===== src/rtl/fmul_pipe_if.sv =====
// Operand and result AXI-Stream channels of the floating-point multiplier.
// slave is the multiplier's view; master is the view of whatever feeds and drains it.
interface fmul_pipe_if #(
  parameter int W = 32
);
  logic         s_axis_a_tvalid;
  logic         s_axis_a_tready;
  logic [W-1:0] s_axis_a_tdata;
  logic         s_axis_b_tvalid;
  logic         s_axis_b_tready;
  logic [W-1:0] s_axis_b_tdata;
  logic         m_axis_result_tvalid;
  logic         m_axis_result_tready;
  logic [W-1:0] m_axis_result_tdata;
  logic [3:0]   m_axis_result_tuser;

  modport slave (
    input  s_axis_a_tvalid, s_axis_a_tdata,
    input  s_axis_b_tvalid, s_axis_b_tdata,
    input  m_axis_result_tready,
    output s_axis_a_tready, s_axis_b_tready,
    output m_axis_result_tvalid, m_axis_result_tdata, m_axis_result_tuser
  );

  modport master (
    output s_axis_a_tvalid, s_axis_a_tdata,
    output s_axis_b_tvalid, s_axis_b_tdata,
    output m_axis_result_tready,
    input  s_axis_a_tready, s_axis_b_tready,
    input  m_axis_result_tvalid, m_axis_result_tdata, m_axis_result_tuser
  );
endinterface


===== src/rtl/fmul_pipe.sv =====
// Three-stage parametrised floating-point multiplier (flush-to-zero, RNE or truncate)
// with a single pipeline enable driven by result-side backpressure.
module fmul_pipe #(
  parameter int EXP_W    = 8,
  parameter int MAN_W    = 23,
  parameter int ROUND_EN = 1,
  parameter int SAT_MODE = 0
) (
  input  logic         aclk,
  input  logic         aresetn,
  fmul_pipe_if.slave   io
);
  localparam int W    = 1 + EXP_W + MAN_W;
  localparam int BIAS = (1 << (EXP_W - 1)) - 1;
  localparam int EW   = EXP_W + 2;
  localparam int MW   = MAN_W + 1;
  localparam int PW   = 2 * MW;

  localparam logic signed [EW-1:0] E_BIAS = EW'(BIAS);
  localparam logic signed [EW-1:0] E_OVF  = EW'((1 << EXP_W) - 1);
  localparam logic signed [EW-1:0] E_ZERO = '0;

  localparam logic [1:0] K_NORM = 2'd0;
  localparam logic [1:0] K_NAN  = 2'd1;
  localparam logic [1:0] K_INF  = 2'd2;
  localparam logic [1:0] K_ZERO = 2'd3;

  // Handshake: a transfer happens on any edge where valid and ready are both high.
  // Both operand readies equal the pipeline enable and never look at the tvalids;
  // a pair is taken only when both operands are valid, otherwise a bubble enters.
  logic en;
  logic out_valid;
  logic [W-1:0] out_data;
  logic [3:0]   out_user;

  assign en                      = !out_valid || io.m_axis_result_tready;
  assign io.s_axis_a_tready      = en;
  assign io.s_axis_b_tready      = en;
  assign io.m_axis_result_tvalid = out_valid;
  assign io.m_axis_result_tdata  = out_data;
  assign io.m_axis_result_tuser  = out_user;

  // Stage 1 combinational: unpack and classify
  logic               sa, sb;
  logic [EXP_W-1:0]   ea, eb;
  logic [MAN_W-1:0]   fa, fb;
  logic               a_nan, a_inf, a_zero, b_nan, b_inf, b_zero;
  logic [1:0]         kind;
  logic signed [EW-1:0] e_sum;

  always_comb begin
    sa     = io.s_axis_a_tdata[W-1];
    sb     = io.s_axis_b_tdata[W-1];
    ea     = io.s_axis_a_tdata[W-2 -: EXP_W];
    eb     = io.s_axis_b_tdata[W-2 -: EXP_W];
    fa     = io.s_axis_a_tdata[MAN_W-1:0];
    fb     = io.s_axis_b_tdata[MAN_W-1:0];
    a_zero = ~|ea;
    b_zero = ~|eb;
    a_nan  = (&ea) && (|fa);
    b_nan  = (&eb) && (|fb);
    a_inf  = (&ea) && ~|fa;
    b_inf  = (&eb) && ~|fb;
    e_sum  = $signed({2'b00, ea}) + $signed({2'b00, eb}) - E_BIAS;
    kind   = K_NORM;
    if (a_nan || b_nan || (a_inf && b_zero) || (b_inf && a_zero)) kind = K_NAN;
    else if (a_inf || b_inf)                                        kind = K_INF;
    else if (a_zero || b_zero)                                      kind = K_ZERO;
  end

  // Pipeline registers
  logic                 v1, v2, s1, s2;
  logic signed [EW-1:0] e1, e2;
  logic [MW-1:0]        ma1, mb1;
  logic [PW-1:0]        p2;
  logic [1:0]           k1, k2;

  // Stage 3 combinational: normalise, round, pack, exceptions
  logic [MAN_W-1:0]     frac;
  logic                 guard, sticky, inexact, round_up, carry;
  logic [MAN_W-1:0]     frac_r;
  logic signed [EW-1:0] e_n;
  logic [W-1:0]         res_data;
  logic [3:0]           res_user;

  always_comb begin
    if (p2[PW-1]) begin
      frac   = p2[PW-2 -: MAN_W];
      guard  = p2[PW-MAN_W-2];
      sticky = |p2[PW-MAN_W-3:0];
    end else begin
      frac   = p2[PW-3 -: MAN_W];
      guard  = p2[PW-MAN_W-3];
      sticky = |p2[PW-MAN_W-4:0];
    end
    inexact  = guard || sticky;
    round_up = (ROUND_EN != 0) && guard && (sticky || frac[0]);
    // A carry out of the fraction means 1.11..1 rounded up to 10.0: the fraction
    // wraps to zero and the exponent takes the extra increment.
    {carry, frac_r} = {1'b0, frac} + {{MAN_W{1'b0}}, round_up};
    e_n = e2 + {{(EW-1){1'b0}}, p2[PW-1]} + {{(EW-1){1'b0}}, carry};

    res_data = {s2, e_n[EXP_W-1:0], frac_r};
    res_user = {3'b000, inexact};
    case (k2)
      K_NAN: begin
        res_data = {1'b0, {EXP_W{1'b1}}, 1'b1, {(MAN_W-1){1'b0}}};
        res_user = 4'b1000;
      end
      K_INF: begin
        res_data = {s2, {EXP_W{1'b1}}, {MAN_W{1'b0}}};
        res_user = 4'b0000;
      end
      K_ZERO: begin
        res_data = {s2, {(W-1){1'b0}}};
        res_user = 4'b0000;
      end
      default: begin
        if (e_n >= E_OVF) begin
          if (SAT_MODE != 0) res_data = {s2, {(EXP_W-1){1'b1}}, 1'b0, {MAN_W{1'b1}}};
          else               res_data = {s2, {EXP_W{1'b1}}, {MAN_W{1'b0}}};
          res_user = 4'b0101;
        end else if (e_n <= E_ZERO) begin
          res_data = {s2, {(W-1){1'b0}}};
          res_user = 4'b0011;
        end
      end
    endcase
  end

  always_ff @(posedge aclk or negedge aresetn) begin
    if (!aresetn) begin
      v1 <= 1'b0; s1 <= 1'b0; e1 <= '0; ma1 <= '0; mb1 <= '0; k1 <= K_NORM;
      v2 <= 1'b0; s2 <= 1'b0; e2 <= '0; p2 <= '0; k2 <= K_NORM;
      out_valid <= 1'b0;
      out_data  <= '0;
      out_user  <= '0;
    end else if (en) begin
      v1  <= io.s_axis_a_tvalid && io.s_axis_b_tvalid;
      s1  <= sa ^ sb;
      e1  <= e_sum;
      ma1 <= {1'b1, fa};
      mb1 <= {1'b1, fb};
      k1  <= kind;
      v2  <= v1;
      s2  <= s1;
      e2  <= e1;
      p2  <= {{MW{1'b0}}, ma1} * {{MW{1'b0}}, mb1};
      k2  <= k1;
      out_valid <= v2;
      out_data  <= res_data;
      out_user  <= res_user;
    end
  end
endmodule


===== src/flat_wrapper.sv =====
// flat-port wrapper written by rule: the top's interface ports become plain ports
module fmul_pipe_flat 
#(
  parameter int EXP_W    = 8,
  parameter int MAN_W    = 23,
  parameter int ROUND_EN = 1,
  parameter int SAT_MODE = 0
)
  (aclk, aresetn, io_s_axis_a_tvalid, io_s_axis_a_tdata, io_s_axis_b_tvalid, io_s_axis_b_tdata, io_m_axis_result_tready, io_s_axis_a_tready, io_s_axis_b_tready, io_m_axis_result_tvalid, io_m_axis_result_tdata, io_m_axis_result_tuser);
  fmul_pipe_if #(.W(32)) io_i ();
  input  logic aclk;
  input  logic aresetn;
  input wire logic [$bits(io_i.s_axis_a_tvalid)-1:0] io_s_axis_a_tvalid;
  input wire logic [$bits(io_i.s_axis_a_tdata)-1:0] io_s_axis_a_tdata;
  input wire logic [$bits(io_i.s_axis_b_tvalid)-1:0] io_s_axis_b_tvalid;
  input wire logic [$bits(io_i.s_axis_b_tdata)-1:0] io_s_axis_b_tdata;
  input wire logic [$bits(io_i.m_axis_result_tready)-1:0] io_m_axis_result_tready;
  output wire logic [$bits(io_i.s_axis_a_tready)-1:0] io_s_axis_a_tready;
  output wire logic [$bits(io_i.s_axis_b_tready)-1:0] io_s_axis_b_tready;
  output wire logic [$bits(io_i.m_axis_result_tvalid)-1:0] io_m_axis_result_tvalid;
  output wire logic [$bits(io_i.m_axis_result_tdata)-1:0] io_m_axis_result_tdata;
  output wire logic [$bits(io_i.m_axis_result_tuser)-1:0] io_m_axis_result_tuser;
  assign io_i.s_axis_a_tvalid = io_s_axis_a_tvalid;
  assign io_i.s_axis_a_tdata = io_s_axis_a_tdata;
  assign io_i.s_axis_b_tvalid = io_s_axis_b_tvalid;
  assign io_i.s_axis_b_tdata = io_s_axis_b_tdata;
  assign io_i.m_axis_result_tready = io_m_axis_result_tready;
  assign io_s_axis_a_tready = io_i.s_axis_a_tready;
  assign io_s_axis_b_tready = io_i.s_axis_b_tready;
  assign io_m_axis_result_tvalid = io_i.m_axis_result_tvalid;
  assign io_m_axis_result_tdata = io_i.m_axis_result_tdata;
  assign io_m_axis_result_tuser = io_i.m_axis_result_tuser;
  fmul_pipe #(.EXP_W(EXP_W), .MAN_W(MAN_W), .ROUND_EN(ROUND_EN), .SAT_MODE(SAT_MODE)) u_core (.aclk(aclk), .aresetn(aresetn), .io(io_i));
endmodule

===== config.mk =====
export PLATFORM = sky130hd
export DESIGN_NAME = fmul_pipe_flat
export DESIGN_NICKNAME = d
export VERILOG_FILES = /design/src/rtl/fmul_pipe_if.sv /design/src/rtl/fmul_pipe.sv /design/src/flat_wrapper.sv
export SDC_FILE = /design/constraint.sdc
export NUM_CORES = 2
export LEC_CHECK = 0
export ABC_AREA = 1
export BUFFER_PORTS_ARGS = -buffer_cell sky130_fd_sc_hd__buf_2
export CORE_MARGIN = 3
export CORE_UTILIZATION = 45
export DETAILED_ROUTE_END_ITERATION = 8
export GPL_TIMING_DRIVEN = 0
export PLACE_DENSITY = 0.66
export RECOVER_POWER = 50
export SKIP_LAST_GASP = 1
export SLEW_MARGIN = 20
export SYNTH_ARGS = -nofsm -noshare
export SYNTH_HDL_FRONTEND = slang
export SYNTH_SLANG_ARGS = --single-unit

===== constraint.sdc =====
create_clock -name aclk -period 19.1 [get_ports aclk]
set_input_delay 3.82 -clock aclk [delete_from_list [all_inputs] [get_ports aclk]]
set_output_delay 3.82 -clock aclk [all_outputs]
set_load 0.005 [all_outputs]

==> results_dict.tcl <==
set metrics [dict create \
    status "complete, but fails checks" \
    violations "max-capacitance violations, max-slew violations" \
    num_io_pins 108 \
    tightest_slew_ns 5.17 \
    syn-cell-area_sq_um 28400 \
    setup_viol 0 \
    ys_seq_area_share_pct 14.1 \
    syn-instance-count 3801 \
    start_util_pct 45.8 \
    busiest_layer "met2" \
    antenna_found_initial 3 \
    layout-drive-gt1-share_pct 5.30 \
    hold-worst-slack_ns 0.469 \
    drv_cap 2 \
    grt-ovfl-total 0 \
    max_freq_mhz 91.4 \
    cts_max_level 4 \
    drc 0 \
    min_to "u_core.s2" \
    synth-edff-count 0 \
    rsz0062_at_grt "no" \
    crit_buf_inv 2 \
    synth_fp_nets 4544 \
    hold_viol 0 \
    ff2ff_setup_slack_ns 11.06 \
    crit_chain "clkbuf_1, clkbuf_1" \
    crit_path_frequent_cell "clkbuf_1" \
    nNetsFinal 4671 \
    cts_tree "done" \
    antenna-diode-count 0 \
    min-delay-start "u_core.s1" \
    wl_per_cell_um 19.7 \
    max-slew-margin-rel_pct -245 \
    syn_avg_cell_area_sq_um 7.47 \
    fin_crit_sh_pct 57.3 \
    die_w_um 257 \
    yosys_warnings 0 \
    design_area_sq_um 30600 \
    grt_pass1_vias 24900 \
    holdBufCountCts 0 \
    synthTopCellsByArea "fa_1 34%, nand2_1 15%, dfrtp_1 14%" \
    grt_use_met1_pct 39.1 \
    ys_types 50 \
    wl_mm 93.9 \
    hold_path_class "reg -> reg" \
    grt_max_degree 92 \
    cts.path.max_buffers 2 \
    die_area_sq_um 66100 \
    critical_path.slowest_cell "clkbuf_1" \
    grtUsageTotal_pct 29.5 \
    startpoint_type "input pin" \
    vias_per_cell 5.07 \
    cts_resized 0 \
    ant_nets 0 \
    fp-row-count 91 \
    crit_fanout 91 \
    crit_required_ns 18.45 \
    reg2reg_to "u_core.p2[26]" \
    clock_latency_ns 0.49 \
    clock_skew_ns 0.0204 \
    synth_top_area_cell "fa_1" \
    clockRootBuffer "clkbuf_16" \
    fin_crit_ns 10.94 \
    netlist.area_leader.share_pct 34.1 \
    cp_top_family "buffers and inverters" \
    first_pass_iters 6 \
    layout_commonest_cell "nand2_1" \
    syn2layout_area_growth_pct 7.73 \
    place_hpwl_mm 76.3 \
    die_y_um 257 \
    critical_path_class "in -> async" \
    reg2reg_from "u_core.ma1[15]" \
    post_cts_buffers 0 \
    arrival_ns 10.29 \
    numPortBuffers 107 \
    grt_pass1_wl_mm 147 \
    met3_usage_pct 6.84 \
    placed_area_sq_um 30000 \
    clk_pin_slew_worst_paths_ns 0.07 \
    ys_seq_elements 160 \
    reg2reg_depth 21 \
    ys.flop_type "dfrtp_1" \
    cts_buffers 17 \
    min_path_cells 2 \
    use_met2_pct 45.8 \
    final_cell_mix "1108 x nand2_1, 1016 x inv_1, 484 x fa_1, 190 x ha_1, 178 x clkbuf_1" \
    slew_violations 163 \
    core_sq_um 62100 \
    vias 24200 \
    synth_async_sr_flop_share_pct 100 \
    fin_setup_tns_ns 0 \
    drt_first_iter_violations 2336 \
    cts_sinks 160 \
    gp_congestion 1.04 \
    crit_path_end_kind "asynchronous set/reset pin" \
    max_stage_delay_ns 3.77 \
]
[synth_stat cells, drive strengths merged (4+ instances only)]
library cell and instances:
nand2 1124, nand3b 8, o21bai 7, inv 1023
ha 190, a31oi 4, or2 9, nor2 165
nand4 33, nor3 6, a21oi 61, o2111ai 4
nand3 96, buf 17, fa 484, dfrtp 160
xnor2 23, o21ai 181, clkbuf 168, xor2 20
[per-layer routing]
metal | part of all wire (%) | wire (um)
met5 | 0.036 | 34
met4 | 5.5 | 5210
met3 | 9.9 | 9310
met2 | 44 | 41400
met1 | 40 | 37900
[how the worst max path moves through the flow]
stage / start / end / slack [ns] / depth (start not counted)
3_5_place_dp: io_m_axis_result_tready / io_s_axis_b_tready / 9.77 / 6
4_1_cts: io_m_axis_result_tready / io_s_axis_b_tready / 9.77 / 6
5_1_grt: aresetn / u_core.mb1[15] / 6.68 / 2
3_3_place_gp: io_m_axis_result_tready / io_s_axis_b_tready / 9.75 / 6
2_1_floorplan: io_m_axis_result_tready / io_s_axis_b_tready / 10.72 / 4
6_report: aresetn / u_core.mb1[15] / 8.16 / 2
[cell type report]
class	count	area, sq um
Clock inverter	15	195
Inverter	1024	3850
Multi-Input combinational cell	2432	19800
Fill cell	6258	31500
Clock buffer	17	425
Sequential cell	160	4000
Timing Repair Buffer	108	528
Buffer	185	767
Tap cell	837	1050
[tightest hold or removal path: cells and delay by family, from the launching register on]
kind             cells  cell delay, ns
and+or+nand+nor      2            0.09
DFF                  1            0.34
[cell families (layout without fill, tap and decap cells)]
family                   after synthesis  count (layout)  share of synthesized area [%]
buffers and inverters               1209            1349                           16.2
XOR/XNOR                              43              43                           1.33
flip-flops                           160             160                           14.1
adder cells (fa/ha/maj)              674             674                           42.5
AO/OA/AOI/OAI                        267             267                           5.20
AND/OR/NAND/NOR                     1448            1448                           20.6
[sequential cells by signal (all words and copies together), names as in the netlist, 2 cells and up]
register and cells:
u_core.p2 48, u_core.io.m_axis_result_tdata 32, u_core.mb1 24, u_core.ma1 23, u_core.e1 10, u_core.e2 10, u_core.io.m_axis_result_tuser 4, u_core.k1 2
u_core.k2 2
[per-stage QoR]
step                cells  utilization, %  worst slack (ns)
floorplan            3801               -             10.72
global placement     4745            48.3              9.75
detailed placement   4746            48.4              9.77
CTS                  4778            49.4              9.77
global route         4778            49.3              6.68
finish               4778            49.3              8.16
Power is not shown: default switching activity piles up to over one toggle a cycle in this logic, so the estimate is an artifact.
